## config.mk

```make
export PLATFORM = sky130hd
export DESIGN_NAME = spi_request_arbiter_flat
export DESIGN_NICKNAME = d
export VERILOG_FILES = /design/src/rtl/spi_request_arbiter_pkg.sv /design/src/rtl/spi_request_arbiter_if.sv /design/src/rtl/spi_request_arbiter_rr_pick.sv /design/src/rtl/spi_request_arbiter.sv /design/src/flat_wrapper.sv
export SDC_FILE = /design/constraint.sdc
export NUM_CORES = 1
export LEC_CHECK = 0
export CELL_PAD_IN_SITES_DETAIL_PLACEMENT = 1
export CELL_PAD_IN_SITES_GLOBAL_PLACEMENT = 1
export CORE_MARGIN = 2
export CORE_UTILIZATION = 32
export DETAILED_ROUTE_END_ITERATION = 7
export GPL_TIMING_DRIVEN = 0
export PLACE_DENSITY = 0.94
export SYNTH_ARGS = -nofsm -noshare
export SYNTH_HDL_FRONTEND = slang
export SYNTH_SLANG_ARGS = --single-unit
```

## constraint.sdc

```tcl
create_clock -name i_clk_sys -period 6.86 [get_ports i_clk_sys]
set_clock_uncertainty 0.15 [all_clocks]
set_input_delay 2.058 -clock i_clk_sys [delete_from_list [all_inputs] [get_ports i_clk_sys]]
set_output_delay 2.058 -clock i_clk_sys [all_outputs]
set_load 0.05 [all_outputs]
```

## src/rtl/spi_request_arbiter_pkg.sv

```systemverilog
// spi_request_arbiter_pkg: shared widths, rw encoding and arbiter FSM states
package spi_request_arbiter_pkg;
    localparam int DEF_ADDR_WIDTH = 6;
    localparam int DEF_DATA_WIDTH = 20;
    typedef enum logic {RW_WRITE = 1'b0, RW_READ = 1'b1} rw_e;
    typedef enum logic [2:0] {
        ST_IDLE      = 3'd0,
        ST_ISSUE     = 3'd1,
        ST_WAIT_BUSY = 3'd2,
        ST_WAIT_DONE = 3'd3,
        ST_COMPLETE  = 3'd4
    } arb_state_e;
endpackage

```

## src/rtl/spi_request_arbiter_if.sv

```systemverilog
// spi_request_arbiter_if: requester and SPI controller signals of the arbiter
// slave modport = arbiter side, master modport = requesters + controller side
//   i_req/i_rw/i_addr/i_wdata : packed per-requester commands
//   o_ack/o_err/o_rdata/o_busy: completion side back to requesters
//   o_spi_*/i_spi_*           : controller start/command and ready/read data
interface spi_request_arbiter_if
    import spi_request_arbiter_pkg::*;
#(
    parameter int NUM_REQ        = 4,
    parameter int SPI_ADDR_WIDTH = DEF_ADDR_WIDTH,
    parameter int SPI_DATA_WIDTH = DEF_DATA_WIDTH
);
    logic [NUM_REQ-1:0]                i_req;
    logic [NUM_REQ-1:0]                i_rw;
    logic [NUM_REQ*SPI_ADDR_WIDTH-1:0] i_addr;
    logic [NUM_REQ*SPI_DATA_WIDTH-1:0] i_wdata;
    logic [NUM_REQ-1:0]                o_ack;
    logic                              o_err;
    logic [SPI_DATA_WIDTH-1:0]         o_rdata;
    logic                              o_busy;
    logic                              o_spi_start;
    logic                              o_spi_rw;
    logic [SPI_ADDR_WIDTH-1:0]         o_spi_addr;
    logic [SPI_DATA_WIDTH-1:0]         o_spi_wdata;
    logic                              i_spi_ready;
    logic [SPI_DATA_WIDTH-1:0]         i_spi_rdata;
    modport slave (
        input  i_req, i_rw, i_addr, i_wdata, i_spi_ready, i_spi_rdata,
        output o_ack, o_err, o_rdata, o_busy, o_spi_start, o_spi_rw, o_spi_addr, o_spi_wdata
    );
    modport master (
        output i_req, i_rw, i_addr, i_wdata, i_spi_ready, i_spi_rdata,
        input  o_ack, o_err, o_rdata, o_busy, o_spi_start, o_spi_rw, o_spi_addr, o_spi_wdata
    );
endinterface

```

## src/rtl/spi_request_arbiter_rr_pick.sv

```systemverilog
// spi_request_arbiter_rr_pick: combinational round-robin pick, first set req at or after ptr
//   req_i   : request vector
//   ptr_i   : index where the ascending, wrapping scan starts
//   idx_o   : winning index
//   found_o : any request set
module spi_request_arbiter_rr_pick #(
    parameter int N  = 4,
    parameter int IW = 2
) (
    input  logic [N-1:0]  req_i,
    input  logic [IW-1:0] ptr_i,
    output logic [IW-1:0] idx_o,
    output logic          found_o
);
    logic [2*N-1:0] rot;
    always_comb begin
        rot     = {req_i, req_i} >> ptr_i;
        idx_o   = '0;
        found_o = |req_i;
        // descending so the smallest offset from ptr is written last and wins
        for (int i = N - 1; i >= 0; i--)
            if (rot[i]) idx_o = IW'((int'(ptr_i) + i) % N);
    end
endmodule

```

## src/rtl/spi_request_arbiter.sv

```systemverilog
// spi_request_arbiter: round-robin sharing of one SPI controller, one transaction at a time
//   i_clk_sys : system clock
//   i_rst_n   : asynchronous active-low reset
//   bus       : requester commands/acks and controller handshake (slave modport)
module spi_request_arbiter
    import spi_request_arbiter_pkg::*;
#(
    parameter int NUM_REQ        = 4,
    parameter int SPI_ADDR_WIDTH = DEF_ADDR_WIDTH,
    parameter int SPI_DATA_WIDTH = DEF_DATA_WIDTH,
    parameter int TIMEOUT_CYCLES = 1024
) (
    input logic                  i_clk_sys,
    input logic                  i_rst_n,
    spi_request_arbiter_if.slave bus
);
    localparam int IW = (NUM_REQ > 1) ? $clog2(NUM_REQ) : 1;
    localparam int WW = $clog2(TIMEOUT_CYCLES) + 1;
    arb_state_e                state_q, state_d;
    logic [IW-1:0]             ptr_q, ptr_d, idx_q, idx_d, win;
    logic                      found, rw_q, rw_d, to_q, to_d, wd_exp, sel_rw;
    logic [SPI_ADDR_WIDTH-1:0] addr_q, addr_d, sel_addr;
    logic [SPI_DATA_WIDTH-1:0] wdata_q, wdata_d, rdata_q, rdata_d, sel_wdata;
    logic [WW-1:0]             wd_q, wd_d;

    spi_request_arbiter_rr_pick #(.N(NUM_REQ), .IW(IW)) u_pick (
        .req_i  (bus.i_req),
        .ptr_i  (ptr_q),
        .idx_o  (win),
        .found_o(found)
    );

    always_comb begin
        sel_rw    = 1'b0;
        sel_addr  = '0;
        sel_wdata = '0;
        for (int i = 0; i < NUM_REQ; i++)
            if (win == IW'(i)) begin
                sel_rw    = bus.i_rw[i];
                sel_addr  = bus.i_addr[i*SPI_ADDR_WIDTH +: SPI_ADDR_WIDTH];
                sel_wdata = bus.i_wdata[i*SPI_DATA_WIDTH +: SPI_DATA_WIDTH];
            end
    end

    assign wd_exp = wd_q == WW'(TIMEOUT_CYCLES - 1);

    always_comb begin
        state_d = state_q;
        ptr_d   = ptr_q;
        idx_d   = idx_q;
        rw_d    = rw_q;
        addr_d  = addr_q;
        wdata_d = wdata_q;
        rdata_d = rdata_q;
        to_d    = to_q;
        case (state_q)
            ST_IDLE:
                if (found && bus.i_spi_ready) begin
                    state_d = ST_ISSUE;
                    idx_d   = win;
                    ptr_d   = (win == IW'(NUM_REQ - 1)) ? '0 : win + 1'b1;
                    rw_d    = sel_rw;
                    addr_d  = sel_addr;
                    wdata_d = sel_wdata;
                    to_d    = 1'b0;
                end
            ST_ISSUE: state_d = ST_WAIT_BUSY;
            ST_WAIT_BUSY:
                if (!bus.i_spi_ready) state_d = ST_WAIT_DONE;
                else if (wd_exp) begin
                    state_d = ST_COMPLETE;
                    to_d    = 1'b1;
                end
            ST_WAIT_DONE:
                if (bus.i_spi_ready) begin
                    // capture on the finish edge so o_rdata is already valid in the ack cycle
                    state_d = ST_COMPLETE;
                    rdata_d = (rw_q == RW_READ) ? bus.i_spi_rdata : rdata_q;
                end else if (wd_exp) begin
                    state_d = ST_COMPLETE;
                    to_d    = 1'b1;
                end
            ST_COMPLETE: state_d = ST_IDLE;
            default: state_d = ST_IDLE;
        endcase
        wd_d = (state_d != state_q) ? '0 :
               (state_q == ST_WAIT_BUSY || state_q == ST_WAIT_DONE) ? wd_q + 1'b1 : '0;
    end

    always_ff @(posedge i_clk_sys or negedge i_rst_n) begin
        if (!i_rst_n) begin
            state_q <= ST_IDLE;
            ptr_q   <= '0;
            idx_q   <= '0;
            rw_q    <= 1'b0;
            addr_q  <= '0;
            wdata_q <= '0;
            rdata_q <= '0;
            to_q    <= 1'b0;
            wd_q    <= '0;
        end else begin
            state_q <= state_d;
            ptr_q   <= ptr_d;
            idx_q   <= idx_d;
            rw_q    <= rw_d;
            addr_q  <= addr_d;
            wdata_q <= wdata_d;
            rdata_q <= rdata_d;
            to_q    <= to_d;
            wd_q    <= wd_d;
        end
    end

    assign bus.o_busy      = state_q != ST_IDLE;
    assign bus.o_spi_start = state_q == ST_ISSUE;
    assign bus.o_ack       = (state_q == ST_COMPLETE) ? NUM_REQ'(1) << idx_q : '0;
    assign bus.o_err       = (state_q == ST_COMPLETE) && to_q;
    assign bus.o_rdata     = rdata_q;
    assign bus.o_spi_rw    = rw_q;
    assign bus.o_spi_addr  = addr_q;
    assign bus.o_spi_wdata = wdata_q;
endmodule

```

## src/flat_wrapper.sv

```systemverilog
// flat-port wrapper written by rule: the top's interface ports become plain ports
module spi_request_arbiter_flat import spi_request_arbiter_pkg::*;
#(
    parameter int NUM_REQ        = 4,
    parameter int SPI_ADDR_WIDTH = DEF_ADDR_WIDTH,
    parameter int SPI_DATA_WIDTH = DEF_DATA_WIDTH,
    parameter int TIMEOUT_CYCLES = 1024
)
  (i_clk_sys, i_rst_n, bus_i_req, bus_i_rw, bus_i_addr, bus_i_wdata, bus_i_spi_ready, bus_i_spi_rdata, bus_o_ack, bus_o_err, bus_o_rdata, bus_o_busy, bus_o_spi_start, bus_o_spi_rw, bus_o_spi_addr, bus_o_spi_wdata);
  spi_request_arbiter_if #(.NUM_REQ(NUM_REQ), .SPI_ADDR_WIDTH(SPI_ADDR_WIDTH), .SPI_DATA_WIDTH(SPI_DATA_WIDTH)) bus_i ();
  input logic i_clk_sys;
  input logic i_rst_n;
  input wire logic [$bits(bus_i.i_req)-1:0] bus_i_req;
  input wire logic [$bits(bus_i.i_rw)-1:0] bus_i_rw;
  input wire logic [$bits(bus_i.i_addr)-1:0] bus_i_addr;
  input wire logic [$bits(bus_i.i_wdata)-1:0] bus_i_wdata;
  input wire logic [$bits(bus_i.i_spi_ready)-1:0] bus_i_spi_ready;
  input wire logic [$bits(bus_i.i_spi_rdata)-1:0] bus_i_spi_rdata;
  output wire logic [$bits(bus_i.o_ack)-1:0] bus_o_ack;
  output wire logic [$bits(bus_i.o_err)-1:0] bus_o_err;
  output wire logic [$bits(bus_i.o_rdata)-1:0] bus_o_rdata;
  output wire logic [$bits(bus_i.o_busy)-1:0] bus_o_busy;
  output wire logic [$bits(bus_i.o_spi_start)-1:0] bus_o_spi_start;
  output wire logic [$bits(bus_i.o_spi_rw)-1:0] bus_o_spi_rw;
  output wire logic [$bits(bus_i.o_spi_addr)-1:0] bus_o_spi_addr;
  output wire logic [$bits(bus_i.o_spi_wdata)-1:0] bus_o_spi_wdata;
  assign bus_i.i_req = bus_i_req;
  assign bus_i.i_rw = bus_i_rw;
  assign bus_i.i_addr = bus_i_addr;
  assign bus_i.i_wdata = bus_i_wdata;
  assign bus_i.i_spi_ready = bus_i_spi_ready;
  assign bus_i.i_spi_rdata = bus_i_spi_rdata;
  assign bus_o_ack = bus_i.o_ack;
  assign bus_o_err = bus_i.o_err;
  assign bus_o_rdata = bus_i.o_rdata;
  assign bus_o_busy = bus_i.o_busy;
  assign bus_o_spi_start = bus_i.o_spi_start;
  assign bus_o_spi_rw = bus_i.o_spi_rw;
  assign bus_o_spi_addr = bus_i.o_spi_addr;
  assign bus_o_spi_wdata = bus_i.o_spi_wdata;
  spi_request_arbiter #(.NUM_REQ(NUM_REQ), .SPI_ADDR_WIDTH(SPI_ADDR_WIDTH), .SPI_DATA_WIDTH(SPI_DATA_WIDTH), .TIMEOUT_CYCLES(TIMEOUT_CYCLES)) u_core (.i_clk_sys(i_clk_sys), .i_rst_n(i_rst_n), .bus(bus_i));
endmodule
```

==> results by group, run 1 <==
Pwr
  • Combinational share of power: 60.6%
  • Pwr dens: 452.9 mW/mm²
  • Int Power: 0.001502 W
  • Clock power frac: 15.9%
  • P_leak: 2.446 nW
  • NetSw: 0.001345 W
  • Sw Share: 47.24%
  • Seq pwr share: 23.5%
  • Peak VDD IR: 0.2153 mV

Drt
  • Drt drc: 0
  • Final WL: 14.42 mm
  • Antenna Nets Post-Route: 0
  • Drt first pass iters: 4
  • Via/cell ratio: 5.401
  • Wire per inst: 19.10 µm
  • 1st-iter DRT viols: 126
  • Vias: 4,078

Timing
  • Setup ws final: 1818 ps
  • Final period util: 73.50%
  • Slew headroom: 32.57%
  • Final hold vios: 0
  • Post-route setup TNS: 0 ps
  • RSZ-0062 raised after global routing: false
  • Final min period: 5042 ps
  • Max Freq: 198.3 MHz
  • Max Slew Vio Count: 0
  • Final setup violation count: 0
  • Worst Max-Slew Pin Slew: 1003 ps

Global routing
  • Global Route Usage Sum: 22.87%
  • GR Overflow Total: 0
  • First-pass GRT wire length: 23.55 mm
  • Number of global-route vias before repair: 4,692
  • Largest net degree at the start of global routing: 67
  • Initial antenna violation count: 0

Layout
  • Final Net Count: 744
  • Share of cells above drive strength 1: 9.211%
  • Area grow syn2layout: 59.69%
  • Antenna Cells: 0
  • Final instance area: 0.006286 mm²
  • Non-Filler Instances: 755
  • Post-Route Utilization: 52.33%

Place
  • Detailed Place HPWL: 11.50 mm
  • Cells after DPL: 740
  • Gpl congestion: 0.8934
  • IO buf count: 188
  • Placed Area: 0.006000 mm²
  • Pre-CTS setup slack: 1465 ps

Clock tree
  • Clk buf depth: 2
  • PostCTS Resize Cnt: 0
  • Setup Fix Bufs, Post-CTS: 0
  • CTS Buf Count: 9
  • CTS sink cnt: 66
  • Root Driver: clkbuf_16
  • CTS tree: built
  • Clk slew on worst S/H paths: 60 ps
  • CTS Hold Buffers Added: 0
  • Skew-Pair Late Insertion Delay: 330 ps
  • H-Tree Depth: 3

Hold path
  • Hold Path Class: reg -> reg

Setup path
  • Crit path top cell by count: clkbuf_1
  • Crit Path Category: in -> reg
  • CP cell instances: clkdlybuf4s50_1 > a21bo_2 > a221oi_1 > ha_1 > clkbuf_1 > clkbuf_1 > a21oi_1 > a221o_1 > a31oi_4
  • CP Buf/Inv Count: 3
  • CP max-delay cell: a221oi_1
  • Endpoint class of the critical path: flop
  • Worst Path Required: 6960 ps
  • Worst Path Max Fanout: 10
  • Startpoint types: input port
  • Kind of cell adding the most delay to the critical path: compound AO/OA/AOI/OAI gates
  • Peak per-stage delay on the critical path: 610 ps
  • Crit path DAT: 5150 ps

Logic synthesis
  • Library cells used by synthesis: 44
  • Gate Count Post-Synth: 405
  • Net count after synthesis: 545
  • FF+latch count, synth: 66
  • Area contributors post-synth: dfrtp_1, a21oi_1, a221o_1, mux2_2, nand3b_1
  • Post-synthesis sequential area ratio: 41.96%
  • Top cell type's share of synthesized area: 41.96%
  • Leading area contributor after synthesis: dfrtp_1
  • Synth warnings: 0
  • Post-Syn Area: 0.003936 mm²
  • Syn_area_per_cell: 9.719 µm²

Floorplan
  • Core Area: 0.01201 mm²
  • Die footprint: 0.01320 mm²
  • Die Width: 114.9 µm
  • Die Y: 114.9 µm
  • I/O Pins: 189
  • Rows: 40
  • Effective utilization at floorplan: 32.77%

Run status
  • Status: completed

Job
  • Max-Cap Viols: 0
-- path summary, 6_finish.rpt --
kind	startpoint	endpoint	slack, ps	cells past startpoint
min reg2reg	u_core.bus.o_rdata[9]	u_core.bus.o_rdata[9]	350	1
max in group asynchronous	i_rst_n	u_core.bus.o_rdata[15]	4310	1
min	u_core.bus.o_rdata[9]	u_core.bus.o_rdata[9]	350	1
min in group asynchronous	i_rst_n	u_core.bus.o_rdata[1]	1660	1
max	bus_i_req[1]	u_core.bus.o_spi_wdata[7]	1820	9
max reg2reg	u_core.ptr_q[1]	u_core.bus.o_spi_wdata[7]	3650	8
-- metrics by stage --
step	hold slack, ps	total power [W]
3_3_place_gp	321.4	0.002344
3_5_place_dp	347.8	0.002404
6_report	354.3	0.002847
4_1_cts	360.9	0.002872
2_1_floorplan	308.2	0.001808
5_1_grt	372.8	0.003006
-- cell families after synthesis --
logic type                 Yosys count  share of synthesized area (%)
DFF                                 66                          41.96
muxes                               23                          6.548
AOI/OAI and AO/OA                  131                          25.91
and+or+nand+nor                    106                          15.58
buffers and inverters               70                          7.533
xor gates and xnor gates             4                         0.8902
adders and majority gates            5                          1.589
-- Yosys cell counts (all sizes together) --
cell     n
nand3    4
or4      4
clkbuf  31
buf      5
a22o     1
nor2     4
a221oi   1
dfrtp   66
nand2   37
a221o   28
xor2     2
nor4b    1
nor3     6
mux2    22
a21oi   59
mux2i    1
nand2b   3
nor3b    4
a31oi   27
xnor2    2
a211oi   4
o221ai   1
o31ai    3
nand3b  28
nor4     2
o21bai   1
or3      2
o21ai    2
ha       5
a32o     1
nor2b    3
and3     1
a31o     1
o41ai    1
inv     34
a21bo    1
and2     3
nand4    4
-- layout make-up --
cell class | instances | area (µm²)
Buffer | 36 | 168.9
Clock buffer | 12 | 246.5
Clock inverter | 3 | 40.04
Fill cell | 1376 | 5725
Inverter | 34 | 127.6
Multi-Input combinational cell | 269 | 1988
Sequential cell | 66 | 1652
Tap cell | 147 | 183.9
Timing Repair Buffer | 188 | 1879
-- power groups by stage --
| stage | Combinational (W) | Sequential [W] | Clock, W |
|---|---|---|---|
| after detailed placement | 0.00173 | 0.000675 | 0 |
| final | 0.00173 | 0.000668 | 0.000453 |
| after global placement | 0.00168 | 0.000662 | 0 |
| after global routing | 0.00183 | 0.000690 | 0.000482 |
| after floorplan | 0.000665 | 0.00114 | 0 |
| after CTS | 0.00174 | 0.000671 | 0.000465 |
-- flip-flops by register name, summed over array words and instances, names as in the netlist --
name                    flops
u_core.idx_q                2
u_core.to_q                 1
u_core.bus.o_spi_addr       6
u_core.ptr_q                2
u_core.bus.o_rdata         20
u_core.state_q              3
u_core.wd_q                11
u_core.bus.o_spi_wdata     20
u_core.bus.o_spi_rw         1
-- layer usage --
layer	wire [µm]	GRT usage (%)	vias to the layer above
li1	-	-	1883
met1	5131	23.35	1970
met2	7577	41.96	190
met3	1189	7.275	35
met4	518	11.33	0
met5	0	0	-
-- layout by cell type, fill, tap and decap left out, drive strengths merged, types with 3 or more instances in the layout --
cell / instances
ha: 5
nand2b: 3
o31ai: 3
buf: 6
nand2: 37
or4: 4
nor3: 6
nand4: 4
nor2b: 3
clkbuf: 43
a221o: 28
nand3: 4
nor2: 4
a31oi: 27
mux2: 22
inv: 34
and2: 3
a21oi: 59
dfrtp: 66
clkdlybuf4s50: 187
nand3b: 28
nor3b: 4
a211oi: 4
(Power assumes the default switching activity.)
==> run 2: changes to the inputs <==
- CORE_UTILIZATION: 32 -> 27
- PLACE_DENSITY: 0.94 -> 0.85
- clock period: 6.86 -> 4.6 ns (I/O delays scaled with it)
==> run 2 against run 1 <==
Compared with the run above:
- sequential share of layout area shrank 0.13 points
- combinational power increased by 49%
- die area rose by 18%
- non-clock buffer count unchanged
- sequential power increased by 50%
- via count shrank 0.86%
- routed wire length is 2.6% lower
- worst setup slack got worse by 1600 ps
- final cell count is 5.0% higher
- largest cell class unchanged
==> results by group, run 2 (synthesized netlist as in run 1, its figures left out) <==
Layout
  • Post-Route Utilization: 43.97%
  • Most frequent cells in the layout: clkdlybuf4s50_1, dfrtp_1, a21oi_1
  • Share of cells above drive strength 1: 9.688%
  • Final Net Count: 744
  • Final instance area: 0.006317 mm²
  • Most common cell after layout, fill and taps aside: clkdlybuf4s50_1
  • Area grow syn2layout: 60.49%
  • Antenna Cells: 0

Setup path
  • R2r worst-path depth: 8
  • Crit Path Category: in -> reg
  • Crit Reg-Reg Endpoint: u_core.bus.o_spi_wdata[4]
  • Endpoint class of the critical path: flop
  • Reg-to-reg critical path startpoint: u_core.ptr_q[1]
  • Worst Path Required: 4710 ps
  • Flop-to-flop setup slack: 1350 ps
  • Worst Path Max Fanout: 10
  • Startpoint types: input port
  • Crit path DAT: 4510 ps

Drt
  • Final WL: 14.05 mm
  • Wire per inst: 17.71 µm
  • 1st-iter DRT viols: 132
  • Drt drc: 0
  • Vias: 4,043
  • Antenna Nets Post-Route: 0
  • Drt first pass iters: 4
  • Via/cell ratio: 5.098

Clock tree
  • Clk buf depth: 2
  • Setup Fix Bufs, Post-CTS: 0
  • CTS Buf Count: 9
  • CTS sink cnt: 66
  • CTS Hold Buffers Added: 0
  • Root Driver: clkbuf_16
  • H-Tree Depth: 3
  • PostCTS Resize Cnt: 0
  • CTS tree: built
  • Clk slew on worst S/H paths: 60 ps
  • Skew-Pair Late Insertion Delay: 330 ps

Hold path
  • Hold Path Stages: 1
  • HP Start: u_core.to_q
  • Worst Hold End: u_core.to_q
  • Hold Path Class: reg -> reg

Run status
  • Status: completed

Timing
  • Final hold vios: 0
  • Max Freq: 227.0 MHz
  • Slew headroom: 39.08%
  • Setup ws final: 193.9 ps
  • Final setup violation count: 0
  • WHS: 355.3 ps
  • Final period util: 95.79%
  • Worst Max-Slew Pin Slew: 906.3 ps
  • Final min period: 4406 ps
  • RSZ-0062 raised after global routing: false
  • Max Slew Vio Count: 0

Floorplan
  • Core Area: 0.01437 mm²
  • Die footprint: 0.01556 mm²
  • Die Y: 124.7 µm
  • Die Width: 124.7 µm
  • I/O Pins: 189
  • Rows: 44
  • Effective utilization at floorplan: 27.39%

Global routing
  • Number of global-route vias before repair: 4,519
  • Initial antenna violation count: 0
  • Largest net degree at the start of global routing: 67
  • GR Overflow Total: 0
  • First-pass GRT wire length: 22.69 mm
  • Global Route Usage Sum: 18.13%

Job
  • Max-Cap Viols: 0

Pwr
  • Pwr dens: 663.9 mW/mm²
  • P_leak: 2.431 nW
  • Peak VDD IR: 0.2821 mV

Place
  • Detailed Place HPWL: 11.46 mm
  • Pre-CTS setup slack: -147.6 ps
  • Gpl congestion: 0.8502
  • IO buf count: 188
  • Placed Area: 0.006046 mm²
==> run 2: layer usage <==
metal  vias up  routed length, µm  GRT usage (%)
met5         -                  0              0
li1       1887                  -              -
met1      1958               5470          20.06
met2       175               7220          33.43
met4         0                289          6.609
met3        23               1065          4.467
==> run 2: critical path, cell delays in order <==
cell	delay (ps)
clkdlybuf4s50_1	540
a21bo_2	240
a221oi_1	600
ha_1	260
clkbuf_1	340
clkbuf_1	450
a21oi_1	150
a221o_1	390
a31oi_4	160
==> run 2: worst max path at each step <==
| stage | cells past startpoint | to | startpoint |
|---|---|---|---|
| 2_1_floorplan | 8 | u_core.bus.o_spi_addr[5] | bus_i_req[1] |
| 3_3_place_gp | 1 | u_core.bus.o_spi_wdata[1] | i_rst_n |
| 3_5_place_dp | 9 | u_core.bus.o_spi_wdata[4] | bus_i_req[1] |
| 4_1_cts | 9 | u_core.bus.o_spi_wdata[4] | bus_i_req[1] |
| 5_1_grt | 9 | u_core.bus.o_spi_wdata[5] | bus_i_req[1] |
| 6_report | 9 | u_core.bus.o_spi_wdata[4] | bus_i_req[1] |
==> run 2: cell type report <==
| cell class | instances | area, µm² |
|---|---|---|
| Buffer | 36 | 168.9 |
| Clock buffer | 9 | 225.2 |
| Clock inverter | 7 | 46.29 |
| Fill cell | 1610 | 8051 |
| Inverter | 34 | 127.6 |
| Multi-Input combinational cell | 269 | 1988 |
| Sequential cell | 66 | 1652 |
| Tap cell | 184 | 230.2 |
| Timing Repair Buffer | 188 | 1879 |
==> run 2: stage by stage <==
stage,total power (W),setup TNS (ps),std cells
5_1_grt,0.004419,0,793
2_1_floorplan,0.002697,0,405
3_5_place_dp,0.003597,-1471,777
6_report,0.004194,0,793
3_3_place_gp,0.003526,-14650,777
4_1_cts,0.004235,0,793
==> run 2: where the power goes <==
group | internal, W | switching (W) | leakage [nW]
sequential | 0.000829 | 0.000170 | 0.798
combinational | 0.000981 | 0.00159 | 1.51
clock | 0.000362 | 0.000262 | 0.127
total | 0.00217 | 0.00202 | 2.43
==> run 3: changes to the inputs <==
- GPL_TIMING_DRIVEN: 0 -> 1
==> run 3 against run 2 <==
Compared with the run above:
- critical path depth down 1
- clock power up 13%
- combinational power down 3%
- worst setup slack better by 260 ps
- total power up 0.47%
- sequential share of layout area up 0.27 points
- cell area down 1.0%
- hold slack worse by 9.5 ps
- sequential power about the same
- final cell count down 3.8%
- die area unchanged
- critical path type unchanged
- critical endpoint is now u_core.bus.o_spi_wdata[5]
- highest routed layer unchanged
==> results by group, run 3 (synthesized netlist as in run 1, its figures left out) <==
Run status
  • Status: completed

Setup path
  • Flop-to-flop setup slack: 1610 ps
  • Crit Reg-Reg Endpoint: u_core.bus.o_spi_wdata[5]
  • Crit Path Category: in -> reg
  • Worst Path Max Fanout: 27
  • Setup crit end: u_core.bus.o_spi_wdata[5]
  • R2r worst-path depth: 7
  • Startpoint types: input port
  • Endpoint class of the critical path: flop
  • Crit path DAT: 4180 ps
  • Reg-to-reg critical path startpoint: u_core.ptr_q[1]
  • Worst Path Required: 4640 ps
  • Setup crit start: bus_i_req[1]

Drt
  • Wire per inst: 17.69 µm
  • Final WL: 13.50 mm
  • Via/cell ratio: 5.102
  • Antenna Nets Post-Route: 0
  • Drt drc: 0
  • Vias: 3,893
  • Drt first pass iters: 4
  • 1st-iter DRT viols: 112

Floorplan
  • I/O Pins: 189
  • Die footprint: 0.01556 mm²
  • Die Y: 124.7 µm
  • Rows: 44
  • Effective utilization at floorplan: 27.39%
  • Die Width: 124.7 µm
  • Core Area: 0.01437 mm²

Clock tree
  • Clk buf depth: 2
  • Skew-Pair Late Insertion Delay: 330 ps
  • Clk slew on worst S/H paths: 60 ps
  • CTS Hold Buffers Added: 0
  • Root Driver: clkbuf_16
  • PostCTS Resize Cnt: 0
  • CTS Buf Count: 9
  • CTS tree: built
  • CTS sink cnt: 66
  • H-Tree Depth: 3
  • Setup Fix Bufs, Post-CTS: 0

Pwr
  • Pwr dens: 673.8 mW/mm²
  • P_leak: 2.419 nW
  • Peak VDD IR: 0.3330 mV

Layout
  • Fill count: 1,606
  • Register area: 0.001652 mm²
  • Most frequent cells in the layout: clkdlybuf4s50_1, dfrtp_1, a21oi_1
  • Share of cells above drive strength 1: 10.71%
  • Area of the multi-input gates: 0.002003 mm²
  • Final Net Count: 714
  • Area grow syn2layout: 58.87%
  • Most common cell after layout, fill and taps aside: clkdlybuf4s50_1
  • Antenna Cells: 0

Timing
  • Worst Max-Slew Pin Slew: 1115 ps
  • Final setup violation count: 0
  • Max Freq: 241.1 MHz
  • Max Slew Vio Count: 0
  • RSZ-0062 raised after global routing: false
  • Final min period: 4147 ps
  • Final period util: 90.16%
  • Final hold vios: 0
  • Post-route setup TNS: 0 ps
  • Setup ws final: 452.7 ps
  • Slew headroom: 25.47%

Global routing
  • Largest net degree at the start of global routing: 55
  • GR Overflow Total: 0
  • Global Route Usage Sum: 17.39%
  • Initial antenna violation count: 0
  • Number of global-route vias before repair: 4,232
  • First-pass GRT wire length: 21.74 mm

Place
  • IO buf count: 188
  • Gpl congestion: 0.8093
  • Pre-CTS setup slack: 148.1 ps
  • Detailed Place HPWL: 10.12 mm

Hold path
  • Hold Path Class: reg -> reg
  • HP Start: u_core.wd_q[0]

Job
  • Max-Cap Viols: 0
[run 3: changes by cell type in the layout (fill, tap and decap cells not counted), sizes merged]
cell      delta
clkbuf      -28
clkinv       -3
buf          +1
bufinv       +1
clkinvlp     -1
[run 3: layer usage]
layer	routed length, µm	up-vias	GRT usage [%]
met5	0	-	0
met4	251	0	5.882
met3	1082	21	5.627
met2	6658	164	30.50
met1	5508	1885	19.91
li1	-	1823	-
[run 3: layout make-up]
| class | instances | share of cell area [%] |
|---|---|---|
| clock buffer | 12 | 4.102 |
| clock inverter | 4 | 0.8003 |
| inverter | 34 | 2.041 |
| tap | 184 | 3.681 |
| timing repair buffer | 194 | 30.93 |
| multi-input combinational | 269 | 32.03 |
| sequential | 66 | 26.41 |
[run 3: critical path, stage by stage]
cell             delay (ps)
clkdlybuf4s50_1         540
a21bo_2                 240
a221oi_1                610
inv_1                   190
ha_1                    620
nand3b_1                270
a221o_1                 220
a31oi_4                  90
[run 3: per-stage QoR]
stage | area (µm²) | hold WS [ps] | util (%) | power (W) | cells
after CTS | 6254 | 349.5 | 43.52 | 0.004265 | 763
after detailed placement | 5947 | 339.1 | 41.39 | 0.003537 | 747
after global placement | 5947 | 328.6 | 41.39 | 0.003458 | 747
after global routing | 6254 | 359.9 | 43.52 | 0.004444 | 763
final | 6254 | 345.9 | 43.52 | 0.004214 | 763
after floorplan | 3936 | 308.2 | - | 0.002697 | 405
[run 3: worst min path at each step]
stage	end	slack (ps)	cells after the start
global route	u_core.bus.o_rdata[13]	360	1
floorplan	u_core.to_q	310	1
finish	u_core.wd_q[0]	350	1
detailed placement	u_core.to_q	340	1
CTS	u_core.wd_q[0]	350	1
global placement	u_core.wd_q[0]	330	1
[run 3: power by group]
group	leakage, nW	switching (W)	total, W	internal [W]
logic	1.48	0.00153	0.00249	0.000963
registers	0.798	0.000184	0.00101	0.000829
clock network	0.145	0.000258	0.000706	0.000448
total	2.42	0.00197	0.00421	0.00224
